## config.mk

```make
export PLATFORM = sky130hd
export DESIGN_NAME = bcd_countdown_timer
export DESIGN_NICKNAME = d
export VERILOG_FILES = /design/src/rtl/bcd_countdown_timer_pkg.sv /design/src/rtl/bcd_countdown_timer_digit.sv /design/src/rtl/bcd_countdown_timer.sv
export SDC_FILE = /design/constraint.sdc
export NUM_CORES = 1
export LEC_CHECK = 0
export CORE_ASPECT_RATIO = 1.2
export CORE_MARGIN = 2
export CORE_UTILIZATION = 50
export DETAILED_ROUTE_END_ITERATION = 12
export GPL_ROUTABILITY_DRIVEN = 0
export MAX_ROUTING_LAYER = met4
export PLACE_DENSITY = 0.76
export SYNTH_ARGS = -nofsm -noshare
export SYNTH_HDL_FRONTEND = slang
export SYNTH_HIERARCHICAL = 1
export SYNTH_SLANG_ARGS = --single-unit
export TNS_END_PERCENT = 5
```

## constraint.sdc

```tcl
create_clock -name clk_tmp -period 3.6 [get_ports clk_tmp]
set_input_delay 0.72 -clock clk_tmp [delete_from_list [all_inputs] [get_ports clk_tmp]]
set_output_delay 0.72 -clock clk_tmp [all_outputs]
set_load 0.05 [all_outputs]
```

## src/rtl/bcd_countdown_timer_pkg.sv

```systemverilog
// Shared constants for the BCD countdown timer: state encodings and BCD limits.
package bcd_countdown_timer_pkg;

  localparam int unsigned DIGIT_W = 4;
  localparam logic [DIGIT_W-1:0] BCD_MAX = DIGIT_W'(9);

  typedef enum logic [1:0] {
    IDLE  = 2'd0,
    RUN   = 2'd1,
    PAUSE = 2'd2,
    DONE  = 2'd3
  } state_t;

endpackage

```

## src/rtl/bcd_countdown_timer_digit.sv

```systemverilog
// One BCD digit down counter with synchronous load, enable and borrow flag.
// Ports:
//   clk_tmp   - tick clock
//   rst_n     - asynchronous reset, active-high (loads RESET_VAL)
//   load      - load load_val this tick (wins over en)
//   load_val  - value to load
//   en        - decrement this tick (0 wraps to 9)
//   q         - registered digit value
//   borrow_c  - combinational: digit is 0, so a decrement here borrows
module bcd_digit_dn #(
  parameter int unsigned RESET_VAL = 0
) (
  input  logic       clk_tmp,
  input  logic       rst_n,
  input  logic       load,
  input  logic [3:0] load_val,
  input  logic       en,
  output logic [3:0] q,
  output logic       borrow_c
);
  import bcd_countdown_timer_pkg::*;

  localparam logic [DIGIT_W-1:0] RST_Q = DIGIT_W'(RESET_VAL);

  assign borrow_c = (q == '0);

  // Digit register: load has priority, decrement wraps 0 -> 9.
  always_ff @(posedge clk_tmp or posedge rst_n) begin
    if (rst_n) begin
      q <= RST_Q;
    end else if (load) begin
      q <= load_val;
    end else if (en) begin
      q <= borrow_c ? BCD_MAX : q - DIGIT_W'(1);
    end
  end

endmodule

```

## src/rtl/bcd_countdown_timer.sv

```systemverilog
// Two-digit BCD countdown timer with start/pause and reload requests.
// Ports:
//   clk_tmp     - divided tick clock, one rising edge per tick
//   rst_n       - asynchronous reset, active-high
//   start_pause - level; each rising edge is a start/pause request
//   reload      - level; each rising edge is a reload request
//   tens, ones  - BCD digits of the current count
//   running     - high in RUN
//   done        - high in DONE
module bcd_countdown_timer #(
  parameter int unsigned INIT_TENS = 3,
  parameter int unsigned INIT_ONES = 0
) (
  input  logic       clk_tmp,
  input  logic       rst_n,
  input  logic       start_pause,
  input  logic       reload,
  output logic [3:0] tens,
  output logic [3:0] ones,
  output logic       running,
  output logic       done
);
  import bcd_countdown_timer_pkg::*;

  localparam logic [DIGIT_W-1:0] INIT_T = DIGIT_W'(INIT_TENS);
  localparam logic [DIGIT_W-1:0] INIT_O = DIGIT_W'(INIT_ONES);

  // Elaboration-time range check of the preset digits.
  if (INIT_TENS > 32'(BCD_MAX)) begin : g_bad_tens
    $error("INIT_TENS must be a BCD digit (0-9)");
  end
  if (INIT_ONES > 32'(BCD_MAX)) begin : g_bad_ones
    $error("INIT_ONES must be a BCD digit (0-9)");
  end

  logic   start_prev, reload_prev;
  logic   start_edge, reload_edge;
  state_t state, state_nxt;
  logic   running_nxt, done_nxt;
  logic   dec_c, load_c;
  logic   ones_borrow, tens_borrow;
  logic   count_zero_c, count_one_c;

  // Request edges are registered, so the FSM acts one tick after detection.
  always_ff @(posedge clk_tmp or posedge rst_n) begin
    if (rst_n) begin
      start_prev  <= 1'b0;
      reload_prev <= 1'b0;
      start_edge  <= 1'b0;
      reload_edge <= 1'b0;
    end else begin
      start_prev  <= start_pause;
      reload_prev <= reload;
      start_edge  <= start_pause & ~start_prev;
      reload_edge <= reload & ~reload_prev;
    end
  end

  assign count_zero_c = tens_borrow & ones_borrow;
  assign count_one_c  = tens_borrow & (ones == DIGIT_W'(1));

  // State and status register.
  always_ff @(posedge clk_tmp or posedge rst_n) begin
    if (rst_n) begin
      state   <= IDLE;
      running <= 1'b0;
      done    <= 1'b0;
    end else begin
      state   <= state_nxt;
      running <= running_nxt;
      done    <= done_nxt;
    end
  end

  // Next state, counter controls; reload overrides any start request.
  always_comb begin
    state_nxt = state;
    dec_c     = 1'b0;
    load_c    = 1'b0;
    if (reload_edge) begin
      state_nxt = IDLE;
      load_c    = 1'b1;
    end else begin
      case (state)
        IDLE: begin
          if (start_edge && !count_zero_c) state_nxt = RUN;
        end
        RUN: begin
          if (start_edge) begin
            state_nxt = PAUSE;
          end else if (!count_zero_c) begin
            dec_c = 1'b1;
            if (count_one_c) state_nxt = DONE;
          end
        end
        PAUSE: begin
          if (start_edge) state_nxt = RUN;
        end
        DONE: begin
          state_nxt = DONE;
        end
        default: state_nxt = IDLE;
      endcase
    end
    running_nxt = (state_nxt == RUN);
    done_nxt    = (state_nxt == DONE);
  end

  bcd_digit_dn #(.RESET_VAL(INIT_ONES)) u_ones (
    .clk_tmp  (clk_tmp),
    .rst_n    (rst_n),
    .load     (load_c),
    .load_val (INIT_O),
    .en       (dec_c),
    .q        (ones),
    .borrow_c (ones_borrow)
  );

  // Tens only steps when the ones digit borrows.
  bcd_digit_dn #(.RESET_VAL(INIT_TENS)) u_tens (
    .clk_tmp  (clk_tmp),
    .rst_n    (rst_n),
    .load     (load_c),
    .load_val (INIT_T),
    .en       (dec_c & ones_borrow),
    .q        (tens),
    .borrow_c (tens_borrow)
  );

endmodule

```

## Word-level counts from Yosys, hierarchy flattened

Cells that the tools add are included.

| word-level totals | value |
|---|---|
| register bits | 16 |
| bits of input ports | 4 |
| output and inout port bits | 10 |

| operators by class | value |
|---|---|
| $add $sub $neg | 2 |
| equal/unequal tests | 6 |
| multiplexer cells | 18 |
| bitwise gates (word level) | 7 |
| reduce and logical (&&, ||, !) cells | 7 |

Operator list:

| kind | number |
|---|---|
| two-way mux 4 bit | 6 |
| two-way mux 2 bit | 6 |
| zero test 4 bit | 2 |
| one-hot mux 2 bit (4 select lines) | 1 |
| subtractor 4 x 1 -> 4 bit (second input constant) | 2 |
| equality test 2 bit (second input constant) | 3 |
| AND 1 bit | 5 |
| two-way mux 1 bit | 5 |
| equality test 2 x 1 -> 1 bit (second input constant) | 2 |
| equality test 4 x 1 -> 1 bit (second input constant) | 1 |
| nonzero test 2 bit | 2 |
| zero test 2 bit | 1 |
| inverter 1 bit | 2 |
| logical AND 1 bit | 1 |
| zero test 1 bit | 1 |

## Longest topological paths before layout

| logic depth | value |
|---|---|
| depth after elaboration | 9 |
| mapped depth | 6 |
| mapped depth without buffers | 6 |

## By module

The synthesis kept the hierarchy.

By module, submodules not included:

| module | times used | cells an instance | area an instance (µm²) | seq. area each (µm²) |
|---|---|---|---|---|
| bcd_countdown_timer | 1 | 29 | 329.1 | 200.2 |
| bcd_digit_dn (u_tens) | 1 | 23 | 227.7 | 102.6 |
| bcd_digit_dn (u_ones) | 1 | 23 | 225.2 | 100.1 |

## Least setup slack after synthesis

OpenSTA, ideal clock, no wires.

| timing path | value |
|---|---|
| path kind | reg-to-reg |
| start point | register u_ones.q[0] |
| end point | register u_tens.q[2] |
| library setup time | 0.135 ns |
| arrival time | 2.008 ns |
| required time | 3.465 ns |
| path slack | 1.457 ns |
| cell stages (with the launch flop) | 7 |
| path buffers | 0 |
| cell sequence | dfrtp_1 > nor4_1 > inv_1 > nor3_1 > nor3b_2 > mux2i_1 > o21ai_1 |

| on the way | value |
|---|---|
| cells in the longest elaborated chain, start to end | 8 |

RTL lines:

| element | RTL line | RTL |
|---|---|---|
| from (decl) | bcd_countdown_timer_digit.sv:18 | `output logic [3:0] q,` |
| from (signal assigned) | bcd_countdown_timer_digit.sv:32 | `q <= load_val;` |
| from (signal assigned) | bcd_countdown_timer_digit.sv:34 | `q <= borrow_c ? BCD_MAX : q - DIGIT_W'(1);` |
| zero test 4 bit (*) | bcd_countdown_timer_digit.sv:25 | `assign borrow_c = (q == '0);` |
| via ones_borrow | bcd_countdown_timer.sv:41 | `logic ones_borrow, tens_borrow;` |
| AND 1 bit | bcd_countdown_timer.sv:59 | `assign count_zero_c = tens_borrow & ones_borrow;` |
| two-way mux 1 bit | bcd_countdown_timer.sv:91 | `end else if (!count_zero_c) begin` |
| two-way mux 1 bit | bcd_countdown_timer.sv:89 | `if (start_edge) begin` |
| two-way mux 1 bit | bcd_countdown_timer.sv:84 | `case (state)` |
| two-way mux 1 bit | bcd_countdown_timer.sv:80 | `if (reload_edge) begin` |
| AND 1 bit (*) | bcd_countdown_timer.sv:125 | `.en (dec_c & ones_borrow),` |
| nonzero test 2 bit (no source line) (*) | -- |  |
| to (signal assigned) | bcd_countdown_timer_digit.sv:32 |  |
| to (signal assigned) | bcd_countdown_timer_digit.sv:34 |  |
| to (decl) | bcd_countdown_timer_digit.sv:18 |  |

The timed path passes the listed nets; every way through them passes the cells marked *.
A chain may end at the register's enable or synchronous reset.

## Final worst setup path

| timing path | value |
|---|---|
| start point | register u_tens.q[0] |
| end point | output port tens[0] |

RTL lines:

| element | RTL line | RTL |
|---|---|---|
| to (decl) | bcd_countdown_timer.sv:18 | `output logic [3:0] tens,` |

No word-level cell between the ends.

==> summary.txt <==
Clock network
  • CTS sink cnt: 16
  • CTS tree: built
  • Hold_buf cts: 0
  • H-tree depth: 1
  • Buffer depth of the longest clock path: 2
  • CTS Buf Count: 3
  • Setup bufs post-CTS: 0
  • Clock Pin Slew Worst Setup and Hold Paths: roughly 0.090 ns
  • Latest clock arrival within the worst-skew pair: 0.29 ns
  • CTS root buf: clkbuf_4
  • # resized after CTS: 0

STA
  • Slew at the pin with the worst max-slew slack: 0.747 ns
  • Clock skew: 0.000609 ns
  • Slew Limit Fails: 0
  • Tcrit/Tclk final: 0.674
  • Final hold viol count: 0
  • RSZ-0062 raised after global routing: false
  • Fin crit period: between 2 and 2.5 ns
  • Final setup viols: 0
  • Fmax: 412 MHz
  • Rel. slew slack: 0.497
  • Setup TNS: 0 ns

Pwr
  • Share of power burned in registers: 0.445
  • Clock share of power: 0.208
  • Tot Pwr: around 0.57 mW
  • Gate power share: 0.347
  • Internal Power: 0.348 mW
  • Net Sw Frac: 0.386
  • Switching Power: 0.219 mW
  • Peak VDD IR: 0.000281 V
  • Power per cell area: 571 mW/mm^2
  • Leakage power total: 0.402 nW

Floorplanning
  • Top Ports: 14
  • Initial core utilization: 0.541
  • Core Region: about 0.0014 sq mm
  • Die width: 40.1 um
  • Row count: 15
  • Die Ht: 47.3 um
  • Die area: about 0.0019 sq mm

Synthesis
  • Synth Register Bits: 16
  • Post-synth cell types: 23
  • Mapped Avg Cell Area: 10.4 sq um
  • Synth Warn #: 6
  • Cell count after synthesis: 75
  • Register area share after synthesis: 0.515
  • Synthesized area: 782 sq um

Worst setup path
  • Slowest cell on the critical path: clkdlybuf4s50_1
  • Crit-path max FO: 6
  • R2r setup slk: between 1 and 1.5 ns
  • Crit end category: output port
  • CP delay by family, top: buffers and inverters
  • Worst path max stage delay: roughly 0.82 ns
  • Buf/Inv on CP: 1
  • Crit Path Class: flip-flop to output port
  • CP cell instances: clkdlybuf4s50_1
  • Crit path DAT: 1.71 ns
  • Req. time, crit path: ~2.9 ns
  • Critical Path Source Type: flip-flop

Detailed routing
  • WL per Instance: ~11 um
  • Drt total wl: between 1000 and 1500 um
  • DR DRC count: 0
  • Post-DRT Antenna Nets: 0
  • Vias: 568
  • Drt first pass iters: 3
  • DR vias/cell: between 4 and 5
  • Initial DRC count: 4

Final layout
  • Area grow syn2layout: 26.9%
  • Layout net count: a little over 100
  • Most common cell after layout, fill and taps aside: dfrtp_1
  • Antenna Cells: 0
  • Commonest cells after routing, fill and taps aside: dfrtp_1, clkdlybuf4s50_1, conb_1, nor2b_1
  • Number of fill cells in the layout: around 110
  • Layout cells sized above 1: 0.122

Status
  • Status: completed

GRT
  • Gr ovfl total: 0
  • First-pass GRT wire length: 2150 um
  • Vias in the first global route: 516
  • Pin count of the biggest net entering global routing: 19
  • Initial antenna violation count: 0
  • Tot GR Track Use: 0.187

Worst hold path
  • Min-Delay Path Class: flip-flop to flip-flop

Job
  • Maxcap violations: 0

Placed design
  • Post-DP HPWL: 962 um
  • Port buffer count: 13
==> metrics by stage <==
| stage | utilization | setup WS (ns) | area [sq um] | hold slack [ns] | instances |
|---|---|---|---|---|---|
| 2_1_floorplan | - | 1.46 | 805 | 0.378 | 81 |
| 6_report | 0.687 | 1.17 | 992 | 0.403 | 115 |
| 4_1_cts | 0.687 | 1.16 | 992 | 0.408 | 115 |
| 3_3_place_gp | 0.661 | 1.50 | 956 | 0.384 | 111 |
| 5_1_grt | 0.687 | 1.12 | 992 | 0.410 | 115 |
| 3_5_place_dp | 0.661 | 1.46 | 956 | 0.395 | 111 |
==> kinds of logic (layout without fill, tap and decap cells) <==
kind of cell	Yosys count	count (layout)	synth area share
flops	16	16	0.515
xor+xnor	4	4	0.0448
buf+inv	6	23	0.0288
other cells	2	8	0.00960
compound gates	16	16	0.122
simple gates	28	28	0.235
mux	3	3	0.0448
==> final cells by class <==
cell class / instances / area (sq um) / share of cell area
Sequential cell: 16 / 403 / 0.406
Tap cell: 17 / 21.3 / 0.0214
Inverter: 6 / 22.5 / 0.0227
Clock buffer: 4 / 36.3 / 0.0366
Multi-Input combinational cell: 59 / 379 / 0.382
Timing Repair Buffer: 13 / 130 / 0.131
==> power by group through the flow <==
stage	registers, mW	clock network, mW	logic [mW]
final	0.252	0.118	0.197
after global routing	0.258	0.130	0.211
after CTS	0.252	0.120	0.199
after detailed placement	0.256	0	0.198
after global placement	0.254	0	0.195
after floorplan	0.328	0	0.0613
==> sequential cells by signal (all words and copies together), names as in the netlist <==
| signal | count |
|---|---|
| u_ones/q | 4 |
| u_tens/q | 4 |
| state | 2 |
| done | 1 |
| reload_edge | 1 |
| reload_prev | 1 |
| running | 1 |
| start_edge | 1 |
| start_prev | 1 |
==> per-layer routing <==
metal  global-route usage  up-vias  wire length, um
met5                    -        -                0
met4                0.145        0               41
met3               0.0427        6               56
met2                0.277       13              616
met1                0.212      254              578
li1                     -      295                -
==> Yosys cell counts <==
| cell | n | area share |
|---|---|---|
| mux2i_1 | 2 | 0.026 |
| nand2_1 | 6 | 0.029 |
| conb_1 | 2 | 0.0096 |
| o21ai_1 | 4 | 0.026 |
| nor4b_1 | 1 | 0.011 |
| mux2_4 | 1 | 0.019 |
| nor4_1 | 2 | 0.016 |
| or2b_1 | 1 | 0.0096 |
| nor3_1 | 1 | 0.0064 |
| o21ai_0 | 4 | 0.026 |
| nand2b_1 | 2 | 0.016 |
| nor2b_1 | 7 | 0.056 |
| a21oi_1 | 6 | 0.038 |
| a41oi_2 | 1 | 0.021 |
| nor2_1 | 3 | 0.014 |
| dfstp_2 | 2 | 0.067 |
| inv_1 | 6 | 0.029 |
| o221ai_1 | 1 | 0.011 |
| xnor2_1 | 4 | 0.045 |
| nor3b_2 | 2 | 0.032 |
| nor4b_2 | 2 | 0.038 |
| nand3_1 | 1 | 0.0064 |
| dfrtp_1 | 14 | 0.45 |
==> path summary, 6_finish.rpt <==
path / start / endpoint / cells after the start
worst max-delay path: u_tens/q[0] / tens[0] / 1
worst min-delay path: start_prev / start_edge / 1
worst max register to register: u_ones/q[0] / u_tens/q[2] / 6
worst min register to register: start_prev / start_edge / 1
max in group asynchronous: rst_n / running / 2
min in group asynchronous: rst_n / u_tens/q[3] / 2
No activity file was read; power rests on OpenSTA's default activity.
